`config.mk`:
```
export PLATFORM = sky130hd
export DESIGN_NAME = hazard_stall_ctrl
export DESIGN_NICKNAME = d
export VERILOG_FILES = /design/src/rtl/hazard_stall_ctrl.sv
export SDC_FILE = /design/constraint.sdc
export NUM_CORES = 1
export LEC_CHECK = 0
export CELL_PAD_IN_SITES_DETAIL_PLACEMENT = 0
export CELL_PAD_IN_SITES_GLOBAL_PLACEMENT = 1
export CORE_MARGIN = 5
export CORE_UTILIZATION = 30
export DETAILED_ROUTE_END_ITERATION = 10
export GPL_TIMING_DRIVEN = 0
export MAX_ROUTING_LAYER = met4
export PLACE_DENSITY = 0.74
export SETUP_SLACK_MARGIN = 0.4
export SYNTH_ARGS = -nofsm -noshare
export SYNTH_HDL_FRONTEND = slang
export SYNTH_SLANG_ARGS = --single-unit
export TNS_END_PERCENT = 30
```
`constraint.sdc`:
```
create_clock -name clk -period 2.1 [get_ports clk]
set_input_delay 0.42 -clock clk [delete_from_list [all_inputs] [get_ports clk]]
set_output_delay 0.42 -clock clk [all_outputs]
set_load 0.03 [all_outputs]
```
`src/rtl/hazard_stall_ctrl.sv`:
```
// ID-stage sequencer: load-use hazard detection, branch flush and stall sequencing
// with saturating stall/flush performance counters.
module hazard_stall_ctrl #(
    parameter int STALL_CYCLES = 1,
    parameter int FLUSH_CYCLES = 2,
    parameter int CNT_W        = 32
) (
    input  logic             clk,
    input  logic             reset,
    input  logic [31:0]      id_ins,
    input  logic             idex_mem_read,
    input  logic [4:0]       idex_rd,
    input  logic             branch_taken,
    input  logic             ext_stall,
    output logic             pc_write,
    output logic             ifid_write,
    output logic             ifid_flush,
    output logic             idex_bubble,
    output logic             pipe_hold,
    output logic [CNT_W-1:0] stall_cnt,
    output logic [CNT_W-1:0] flush_cnt
);

    localparam int MAXC = (STALL_CYCLES > FLUSH_CYCLES) ? STALL_CYCLES : FLUSH_CYCLES;
    localparam int CW   = (MAXC > 2) ? $clog2(MAXC - 1) : 1;
    localparam logic [CW-1:0] STALL_LOAD = (STALL_CYCLES > 1) ? CW'(STALL_CYCLES - 2) : '0;
    localparam logic [CW-1:0] FLUSH_LOAD = (FLUSH_CYCLES > 1) ? CW'(FLUSH_CYCLES - 2) : '0;

    typedef enum logic [1:0] {
        RUN   = 2'd0,
        STALL = 2'd1,
        FLUSH = 2'd2
    } state_t;

    state_t        state, state_nx;
    logic [CW-1:0] cnt, cnt_nx;
    logic          stall_inc, flush_inc;

    logic [4:0] rs1, rs2;
    logic [6:0] opcode;
    logic       uses_rs2, hazard;
    logic       unused_bits;

    assign opcode      = id_ins[6:0];
    assign rs1         = id_ins[19:15];
    assign rs2         = id_ins[24:20];
    assign unused_bits = ^{id_ins[31:25], id_ins[14:7]};
    assign uses_rs2    = (opcode == 7'b0110011) || (opcode == 7'b0100011) ||
                         (opcode == 7'b1100011);
    assign hazard      = idex_mem_read && (idex_rd != 5'd0) &&
                         ((idex_rd == rs1) || (uses_rs2 && (idex_rd == rs2)));

    always_comb begin
        pc_write    = 1'b1;
        ifid_write  = 1'b1;
        ifid_flush  = 1'b0;
        idex_bubble = 1'b0;
        pipe_hold   = 1'b0;
        state_nx    = state;
        cnt_nx      = cnt;
        stall_inc   = 1'b0;
        flush_inc   = 1'b0;
        if (reset) begin
            pc_write    = 1'b0;
            ifid_write  = 1'b0;
            ifid_flush  = 1'b1;
            idex_bubble = 1'b1;
        end else if (ext_stall) begin
            pipe_hold  = 1'b1;
            pc_write   = 1'b0;
            ifid_write = 1'b0;
        end else if (branch_taken) begin
            // A taken branch wins in every state; FLUSH is re-entered with a fresh count.
            ifid_flush  = 1'b1;
            idex_bubble = 1'b1;
            flush_inc   = 1'b1;
            state_nx    = (FLUSH_CYCLES > 1) ? FLUSH : RUN;
            cnt_nx      = FLUSH_LOAD;
        end else begin
            case (state)
                RUN: begin
                    if (hazard) begin
                        pc_write    = 1'b0;
                        ifid_write  = 1'b0;
                        idex_bubble = 1'b1;
                        stall_inc   = 1'b1;
                        state_nx    = (STALL_CYCLES > 1) ? STALL : RUN;
                        cnt_nx      = STALL_LOAD;
                    end
                end
                STALL: begin
                    pc_write    = 1'b0;
                    ifid_write  = 1'b0;
                    idex_bubble = 1'b1;
                    stall_inc   = 1'b1;
                    if (cnt == '0) state_nx = RUN;
                    else           cnt_nx   = cnt - CW'(1);
                end
                FLUSH: begin
                    ifid_flush  = 1'b1;
                    idex_bubble = 1'b1;
                    if (cnt == '0) state_nx = RUN;
                    else           cnt_nx   = cnt - CW'(1);
                end
                default: state_nx = RUN;
            endcase
        end
    end

    always_ff @(posedge clk) begin
        if (reset) begin
            state     <= RUN;
            cnt       <= '0;
            stall_cnt <= '0;
            flush_cnt <= '0;
        end else begin
            state <= state_nx;
            cnt   <= cnt_nx;
            if (stall_inc && (stall_cnt != '1)) stall_cnt <= stall_cnt + CNT_W'(1);
            if (flush_inc && (flush_cnt != '1)) flush_cnt <= flush_cnt + CNT_W'(1);
        end
    end

endmodule

```
==> results.ini, run 1 <==
[timing]
fin_crit_ns = 2.22
finClkSkew_ns = 0.00637
finalWorstSetupSlack_ns = -0.119
rsz0062_at_grt = yes
fmaxAchievable_mhz = 451
setup_violations = 3
fin_tns_setup_ns = -0.259
tightest_slew_ns = 0.634
drv_slew = 0
slew_headroom = 0.578
hold_viol = 0
final.period_utilization = 1.06

[placed_design]
io_buffers = 95
dpl_cell_area_mm2 = 0.00471
dp_hpwl_mm = 7.60
place.gp.congestion = 0.804

[setup_path]
cp.arrival_ns = 1.80
timing.rr.start = stall_cnt[17]
critPathLaunchType = primary input
path_class = in -> out
cp_max_fo = 2
cp-startpoint = idex_rd[1]
end_kind = primary output
worstPathRequired_ns = 1.68

[global_route]
grt_max_degree = 11
grt-ovfl-total = 0
antenna_found_initial = 0
groute.usage.overall = 0.177
grt_pass1_vias = 3842
grt_first_pass_wirelength_mm = 19.7

[route]
wire_per_inst_um = 16.4
drtIter0Drc = 262
wirelength_mm = 12.0
vias = 3774
routed_via_density = 5.15
firstDrtPassIters = 4
drc_errors = 0
postRouteAntennaNets = 0

[final_layout]
layout-drive-gt1-share = 0.432
syn_to_final_growth_pct = 80.1
nNetsFinal = 629
num-fill-cells = 1020
stdcell_area_mm2 = 0.00623
antenna_cells = 0
register_area_mm2 = 0.00140
multi_input_area_mm2 = 0.00267

[clock_network]
clk_path_buf_depth = 2
cts_tree = yes
cts_max_level = 3
numCtsBuffers = 9
holdBufCountCts = 0
insertion_delay_ns = 0.34
clock-sinks = 65
cts.root.buffer_cell = clkbuf_16
clk_pin_slew_ns = 0.05

[synth]
synth_cell_types = 52
yosysWarnings = 0
yosysSeqAreaShare = 0.376
async_reset_ff_frac = 0
synth_area_mm2 = 0.00346
syn_area_per_cell_um2 = 8.31
synth-seq-cells = 65
syn_inst = 416
synth.area.top_cells = dfxtp_1 (38%), xor2_1 (6.6%), nor2_1 (5.3%)
synth_edf_count = 0
yosys.area.top_type = dfxtp_1
syn_nets = 460
synth_flop_cell = dfxtp_1
synth_top_area_frac = 0.376

[floorplanning]
rows = 39
dieArea_mm2 = 0.0138
num_io_pins = 111
die_w_um = 117
core_area_mm2 = 0.0114
die_h_um = 117
initial_core_util = 0.304

[worst_hold_path]
hold_path_class = in -> reg
hold_start = reset

[power]
worst_ir_drop_vdd_v = 0.000484
powerDensity_mw_per_mm2 = 467
power_w = 0.00291
leakage_nw = 2.61

[outcome]
violations = negative setup slack
status = finished with violations

[run]
maxCapViolCount = 0

## power by group
| group | switching [W] | internal (W) | total, W |
|---|---|---|---|
| logic | 0.000110 | 0.000103 | 0.000213 |
| registers | 0.00000276 | 0.00122 | 0.00122 |
| clock network | 0.000541 | 0.000935 | 0.00148 |
| total | 0.000654 | 0.00225 | 0.00291 |
## synth_stat cells (2+ instances only)
master and count:
o31ai_1 4, nand3_1 31, xnor2_1 13, nand3_2 2, nor3_2 2, a211oi_1 3, nor3_1 6, a21oi_1 24
nand2_1 27, or3_1 20, dfxtp_1 65, mux2_2 4, nor2b_1 8, or4_1 6, xor2_1 26, nor2_2 3
buf_6 3, ha_1 2, o21ai_0 24, nor2_1 49, nand4_1 19, and4_1 5, mux2_4 3, a31oi_1 3
clkbuf_1 10, inv_1 4, nor4_1 3, buf_2 2, nor4b_1 2, or3_2 2, and3_1 20
## worst paths after layout
| path | endpoint | cells after the start | slack [ns] |
|---|---|---|---|
| setup / recovery | pc_write | 7 | -0.12 |
| hold reg to reg | state[1] | 2 | 0.45 |
| setup reg to reg | stall_cnt[6] | 8 | 0 |
| hold / removal | state[1] | 3 | 0.39 |
## sequential cells by signal (all words and copies together), names as in the netlist
signal     flops
flush_cnt     32
stall_cnt     32
state          1
## what timing repair did
action                     4_1_cts  5_1_grt
resized for setup              337       45
setup buffers                   45       14
hold endpoints to repair         0        0
setup endpoints to repair      134       67
gates cloned                     4        0
pin swaps                       97       86
## metal layers
| metal | vias to the layer above | wire, µm | GRT usage |
|---|---|---|---|
| li1 | 1833 | - | - |
| met1 | 1803 | 5070 | 0.205 |
| met2 | 114 | 5970 | 0.293 |
| met3 | 24 | 709 | 0.0539 |
| met4 | 0 | 244 | 0.0558 |
| met5 | - | 0 | - |
## logic make-up after synthesis
logic type               after synthesis  share of synthesized area
AND/OR/NAND/NOR                      217                      0.348
flip-flops                            65                      0.376
AO/OA/AOI/OAI                         62                     0.0995
XOR/XNOR                              39                     0.0988
buffers and inverters                 23                     0.0412
multiplexers                           8                     0.0289
adder cells (fa/ha/maj)                2                    0.00723
## stage by stage
stage | util | setup WS (ns) | std cells | hold WS (ns)
after floorplan | - | -0.0993 | 416 | 0.423
after global placement | 0.414 | -1.19 | 654 | 0.432
after detailed placement | 0.414 | -1.22 | 654 | 0.437
after CTS | 0.522 | -0.152 | 719 | 0.384
after global routing | 0.548 | -0.187 | 733 | 0.410
final | 0.548 | -0.119 | 733 | 0.387
## layout by cell type (no fill, tap or decap), types with 17 or more instances in the layout
cell type       n
buf_4          41
dfxtp_4        17
nor2_1         43
xor2_1         23
dfxtp_2        24
buf_6          34
dlygate4sd2_1  70
nand4_1        19
a21oi_1        20
nand2_1        23
dfxtp_1        24
## critical path: stages
cell	delay, ns
buf_8	0.10
or4_4	0.53
o21ai_4	0.18
nor2_4	0.07
a211oi_4	0.25
buf_6	0.13
buf_6	0.12
## cell type report
cell class	count	area share
buffer	19	0.0346
clock buffer	11	0.0390
clock inverter	5	0.00723
inverter	4	0.00281
multi-input combinational	328	0.429
sequential	65	0.224
tap	143	0.0287
timing repair buffer	158	0.235
Power figures use the tool's default switching activity.
==> run 2, diff against run 1 <==
--- a/config.mk
+++ b/config.mk
@@ -14,6 +14,7 @@
 export MAX_ROUTING_LAYER = met4
 export PLACE_DENSITY = 0.74
 export SETUP_SLACK_MARGIN = 0.4
+export SLEW_MARGIN = 20
 export SYNTH_ARGS = -nofsm -noshare
 export SYNTH_HDL_FRONTEND = slang
 export SYNTH_SLANG_ARGS = --single-unit
==> results of run 2 <==
Same layout as run 1: the final DEF is identical, and so are final timing and power.
==> run 3, diff against run 2 <==
--- a/config.mk
+++ b/config.mk
@@ -14,7 +14,7 @@
 export MAX_ROUTING_LAYER = met4
 export PLACE_DENSITY = 0.74
 export SETUP_SLACK_MARGIN = 0.4
-export SLEW_MARGIN = 20
+export SLEW_MARGIN = 40
 export SYNTH_ARGS = -nofsm -noshare
 export SYNTH_HDL_FRONTEND = slang
 export SYNTH_SLANG_ARGS = --single-unit
==> results of run 3 <==
Same layout as run 1: the final DEF is identical, and so are final timing and power.
==> edit 1, RTL diff (settings of run 3) <==
Set the parameter `CNT_W` to 36 (it was 32).
--- a/src/rtl/hazard_stall_ctrl.sv
+++ b/src/rtl/hazard_stall_ctrl.sv
@@ -3,7 +3,7 @@
 module hazard_stall_ctrl #(
     parameter int STALL_CYCLES = 1,
     parameter int FLUSH_CYCLES = 2,
-    parameter int CNT_W        = 32
+    parameter int CNT_W        = 36
 ) (
     input  logic             clk,
     input  logic             reset,
Ports: changed (resized flush_cnt and stall_cnt); port bits go from 111 to 119. No check against the original RTL was run, so the function may have changed too.
==> edit 1 against run 3 <==
The run still ends with setup timing left. Synthesized area grew 13%. Power up 8.1%. Sequential cell count up 8. Worst setup slack got worse by 0.10 ns. Clock power is 7% higher. Via count up 22%. Final area is 7.6% higher. Wire length rose by 27%. Clock skew about the same. Critical path type unchanged. Largest cell class unchanged. Largest power group unchanged.
==> edit 1: results (changes against run 3) <==
- Pin count of the biggest net entering global routing: 15 (+4)
- Post-Synth Adder-Cell Area: 0.638% (-0.086 points)
- Area post-placement: 0.00532 mm^2 (+13%)
- Total Nets Final: 709 (+13%)
- Count of cells along the worst register-to-register path: 7 (-1)
- Xor/xnor share of the synthesized area: 7.37% (-2.5 points)
- Violations in the final reports: setup timing
- Register-to-register setup slack: -0.21 ns (-0.21 ns)
- Final worst-path setup slack: -0.223 ns (-0.104 ns)
- Worst-case hold path end point: flush_cnt[1]
- Switching part of the total: 24.3% (+1.8 points)
- Total routing resource utilization after global routing: 19.8% (+2.1 points)
- Maximum cell stage delay along the critical path: 0.41 ns (-0.12 ns)
- Last weighted congestion value of the routability-driven placer: 0.836 (+3.9%)
- Via-to-Cell Ratio: 5.49 (+6.5%)
- Static leakage power: 0.00264 uW (+1.2%)
- PostCTS Resize Cnt: 296 (-12%)
- Sequential element share of the synthesized area: 37.2% (-0.38 points)
- Initial DRC Count: 276 (+5.3%)
- Global-route wire length before repair: 24.5 mm (+25%)
- Number of buffers inserted by port buffering: 102 (+7.4%)
- Synth top cells by count: 73 x sky130_fd_sc_hd__dfxtp_1, 46 x sky130_fd_sc_hd__a21oi_1, 42 x sky130_fd_sc_hd__nor2_1, 33 x sky130_fd_sc_hd__nand3_1, 31 x sky130_fd_sc_hd__nand4_1
- Worst reg2reg path startpoint: stall_cnt[11]
- Pre-CTS worst setup slack: -1.35 ns (-0.140 ns)
- Result of the run: complete, but fails checks
- Hold Crit Depth: 2 (-1)
- Leading post-synthesis cells by cell area: sky130_fd_sc_hd__dfxtp_1 37%, sky130_fd_sc_hd__a21oi_1 5.9%, sky130_fd_sc_hd__or4_1 5.2%
- Syn_area_per_cell: 8.06 um^2 (-3.1%)
- Number of global-route vias before repair: 4,800 (+25%)
- Endpoints failing setup: 38 (+35)
- Power share of the sequential group: 43.6% (+1.7 points)
- Final HPWL DP: 9.68 mm (+27%)
- Post-synthesis compound-gate area fraction: 15.1% (+5.2 points)
## edit 1: cell count changes after synthesis, moves of 5 or more
cell / change
sky130_fd_sc_hd__a21oi_1: +22
sky130_fd_sc_hd__and3_1: -7
sky130_fd_sc_hd__clkbuf_1: +16
sky130_fd_sc_hd__dfxtp_1: +8
sky130_fd_sc_hd__nand4_1: +12
sky130_fd_sc_hd__nor2_1: -7
sky130_fd_sc_hd__o31ai_1: +18
sky130_fd_sc_hd__or4_1: +21
sky130_fd_sc_hd__xor2_1: -5
## edit 1: final cells by class
type	instances	area [um^2]	share of cell area, %
clock buffers	9	225	3.36
well taps	172	215	3.21
multi-input cells	380	2830	42.2
repair buffers	167	1490	22.2
clock inverters	7	76.3	1.14
flip-flops and latches	73	1560	23.3
plain buffers	30	292	4.35
inverters	4	15.0	0.224
## edit 1: metal layers
layer  up-vias  GRT usage (%)  share of wire (%)
met1      2216           22.4                 42
met4         0           7.03                1.7
met5         -              -                  0
li1       2205              -                  -
met2       171           33.4                 51
met3        27           5.36                5.5
==> edit 2, RTL diff (settings of run 3) <==
Made on the original files. Reset style: asynchronous (`reset`), changed in one clocked block.
--- a/src/rtl/hazard_stall_ctrl.sv
+++ b/src/rtl/hazard_stall_ctrl.sv
@@ -107,7 +107,7 @@
         end
     end
 
-    always_ff @(posedge clk) begin
+    always_ff @(posedge clk or posedge reset) begin
         if (reset) begin
             state     <= RUN;
             cnt       <= '0;
Check against the original RTL: differs if reset is asserted again (counterexample within 4 cycles, from zero or initial values and one cycle with reset high); with reset held inactive, the same outputs for 10 cycles.
==> edit 2 against run 3 <==
Wire length shrank 13%. Worst hold slack lost 0.19 ns. Non-clock buffer count grew 11. The flow still finishes with violations (setup timing). Synthesized area shrank 1.9%. Worst setup slack lost 0.12 ns. Final area grew 1.1%. First-iteration DRC count shrank 68%. Sequential cell count is the same.
Power is not compared: it rests on default switching activity, and its combinational part moved more than twofold at a synthesized area within 25%.
==> edit 2: results (changes against run 3) <==
- Result of the run: complete, but fails checks
- Violations in the final reports: setup timing
- Synthesized netlist net count: 372 (-19%)
- Initial antenna violation count: 1 (+1)
- Inverters: 6 (+2)
- Sequential element share of the synthesized area: 47.9% (+10 points)
- Fraction of layout instances using a drive strength above 1: 46.7% (+3.5 points)
- Post-synthesis compound-gate area fraction: 1.59% (-8.4 points)
- Xor/xnor share of the synthesized area: 18.6% (+8.7 points)
- Total routing resource utilization after global routing: 15.7% (-2.0 points)
- PostCTS Resize Cnt: 266 (-21%)
- Number of buffers other than clock buffers in the final layout: 188 (+6.2%)
- Skew-Pair Late Insertion Delay: 0.32 ns (-0.02 ns)
- Leading post-synthesis cells by cell area: sky130_fd_sc_hd__dfrtp_1 48%, sky130_fd_sc_hd__xnor2_1 13%, sky130_fd_sc_hd__xor2_1 5.4%
- Largest delay contributor family on the critical path: buffers and inverters
- Final worst-path setup slack: -0.239 ns (-0.120 ns)
- Total Nets Final: 561 (-11%)
- Async SR Flop Fraction: 100% (+100 points)
- Switching part of the total: 29.0%
- Layout clock area frac: 4.81% (+0.19 points)
- Worst-case headroom to the max-slew limit: 75.6% (+18 points)
- Worst-path fanout max: 3 (+1)
- Min-delay worst type: primary input to async pin
- Number of standard cells in the layout, taps in and fillers out: 663 (-9.5%)
- Initial DRC Count: 83 (-68%)
- Last weighted congestion value of the routability-driven placer: 0.800 (-0.56%)
- Setup Fix Bufs, Post-CTS: 63 (+40%)
- Root buffer selected by CTS: sky130_fd_sc_hd__clkbuf_16
- Pin count of the biggest net entering global routing: 23 (+12)
- Flip-flop and latch share of the layout cell area: 26.0% (+3.6 points)
- Synth top cells by count: 65 x sky130_fd_sc_hd__dfrtp_1, 51 x sky130_fd_sc_hd__xnor2_1, 36 x sky130_fd_sc_hd__nand2_1, 22 x sky130_fd_sc_hd__and3_1
- Number of placed instances, taps included: 566 (-13%)
- Final antenna diode count: 1 (+1)
- Final clock skew: 0.00964 ns (+0.00328 ns)
- Number of global-route vias before repair: 3,309 (-14%)
- Distinct cell type count of the synthesized netlist: 40 (-23%)
- Via-to-Cell Ratio: 4.81 (-6.6%)
- Multi-input gate share of the layout cell area: 38.2% (-4.7 points)
- Filler cells: 935 (-8.3%)
- Post-Synth Adder-Cell Area: 0.737% (+0.014 points)
- Total count of max-transition violations in the final report: 0 (unchanged)
- Syn_area_per_cell: 10.3 um^2 (+24%)
- Global-route wire length before repair: 16.4 mm (-16%)
- Total Routed Length: 10.5 mm (-13%)
- Final HPWL DP: 6.50 mm (-14%)
- Multi-input combinational gate total: 247 (-25%)
- Mux contribution to synthesized area: 0.332% (-2.6 points)
- Endpoints failing setup: 3 (unchanged)
- Signal arrival time at the worst endpoint: 1.92 ns (+0.12 ns)
[edit 2: worst paths after layout]
kind / startpoint / endpoint / depth (start not counted) / slack, ns
max reg2reg: stall_cnt[5] / stall_cnt[1] / 9 / 0.06
min in group clk: stall_cnt[31] / stall_cnt[31] / 1 / 0.48
max: idex_rd[2] / pc_write / 8 / -0.24
min: reset / flush_cnt[16] / 3 / 0.19
min reg2reg: stall_cnt[31] / stall_cnt[31] / 1 / 0.48
max in group asynchronous: reset / flush_cnt[21] / 4 / 1.51
[edit 2: worst reg2reg max path, cell delays in order, from the launching register on]
cell                      delay [ns]
sky130_fd_sc_hd__dfrtp_1        0.38
sky130_fd_sc_hd__nand4_1        0.13
sky130_fd_sc_hd__buf_4          0.18
sky130_fd_sc_hd__nor4_4         0.34
sky130_fd_sc_hd__and3_4         0.25
sky130_fd_sc_hd__buf_6          0.11
sky130_fd_sc_hd__nor2b_4        0.04
sky130_fd_sc_hd__buf_8          0.14
sky130_fd_sc_hd__nand2_4        0.07
sky130_fd_sc_hd__mux2_4         0.29
[edit 2: metrics by stage]
step	setup TNS (ns)	instance area (um^2)	util, %	hold WS (ns)	worst slack [ns]
2_1_floorplan	-1.46	3460	-	0.496	-0.235
3_3_place_gp	-42.39	4580	41.7	0.480	-1.86
3_5_place_dp	-28.24	4670	42.5	0.481	-1.43
4_1_cts	-0.645	5890	53.6	0.189	-0.245
5_1_grt	-0.741	6300	57.3	0.206	-0.275
6_report	-0.646	6300	57.3	0.193	-0.239
[edit 2: layer usage]
metal | wire length, um | part of all wire [%] | global-route usage, %
met5 | 0 | 0 | -
met4 | 87 | 0.83 | 3.40
met3 | 713 | 6.8 | 4.77
met2 | 5150 | 49 | 25.6
met1 | 4500 | 43 | 19.3
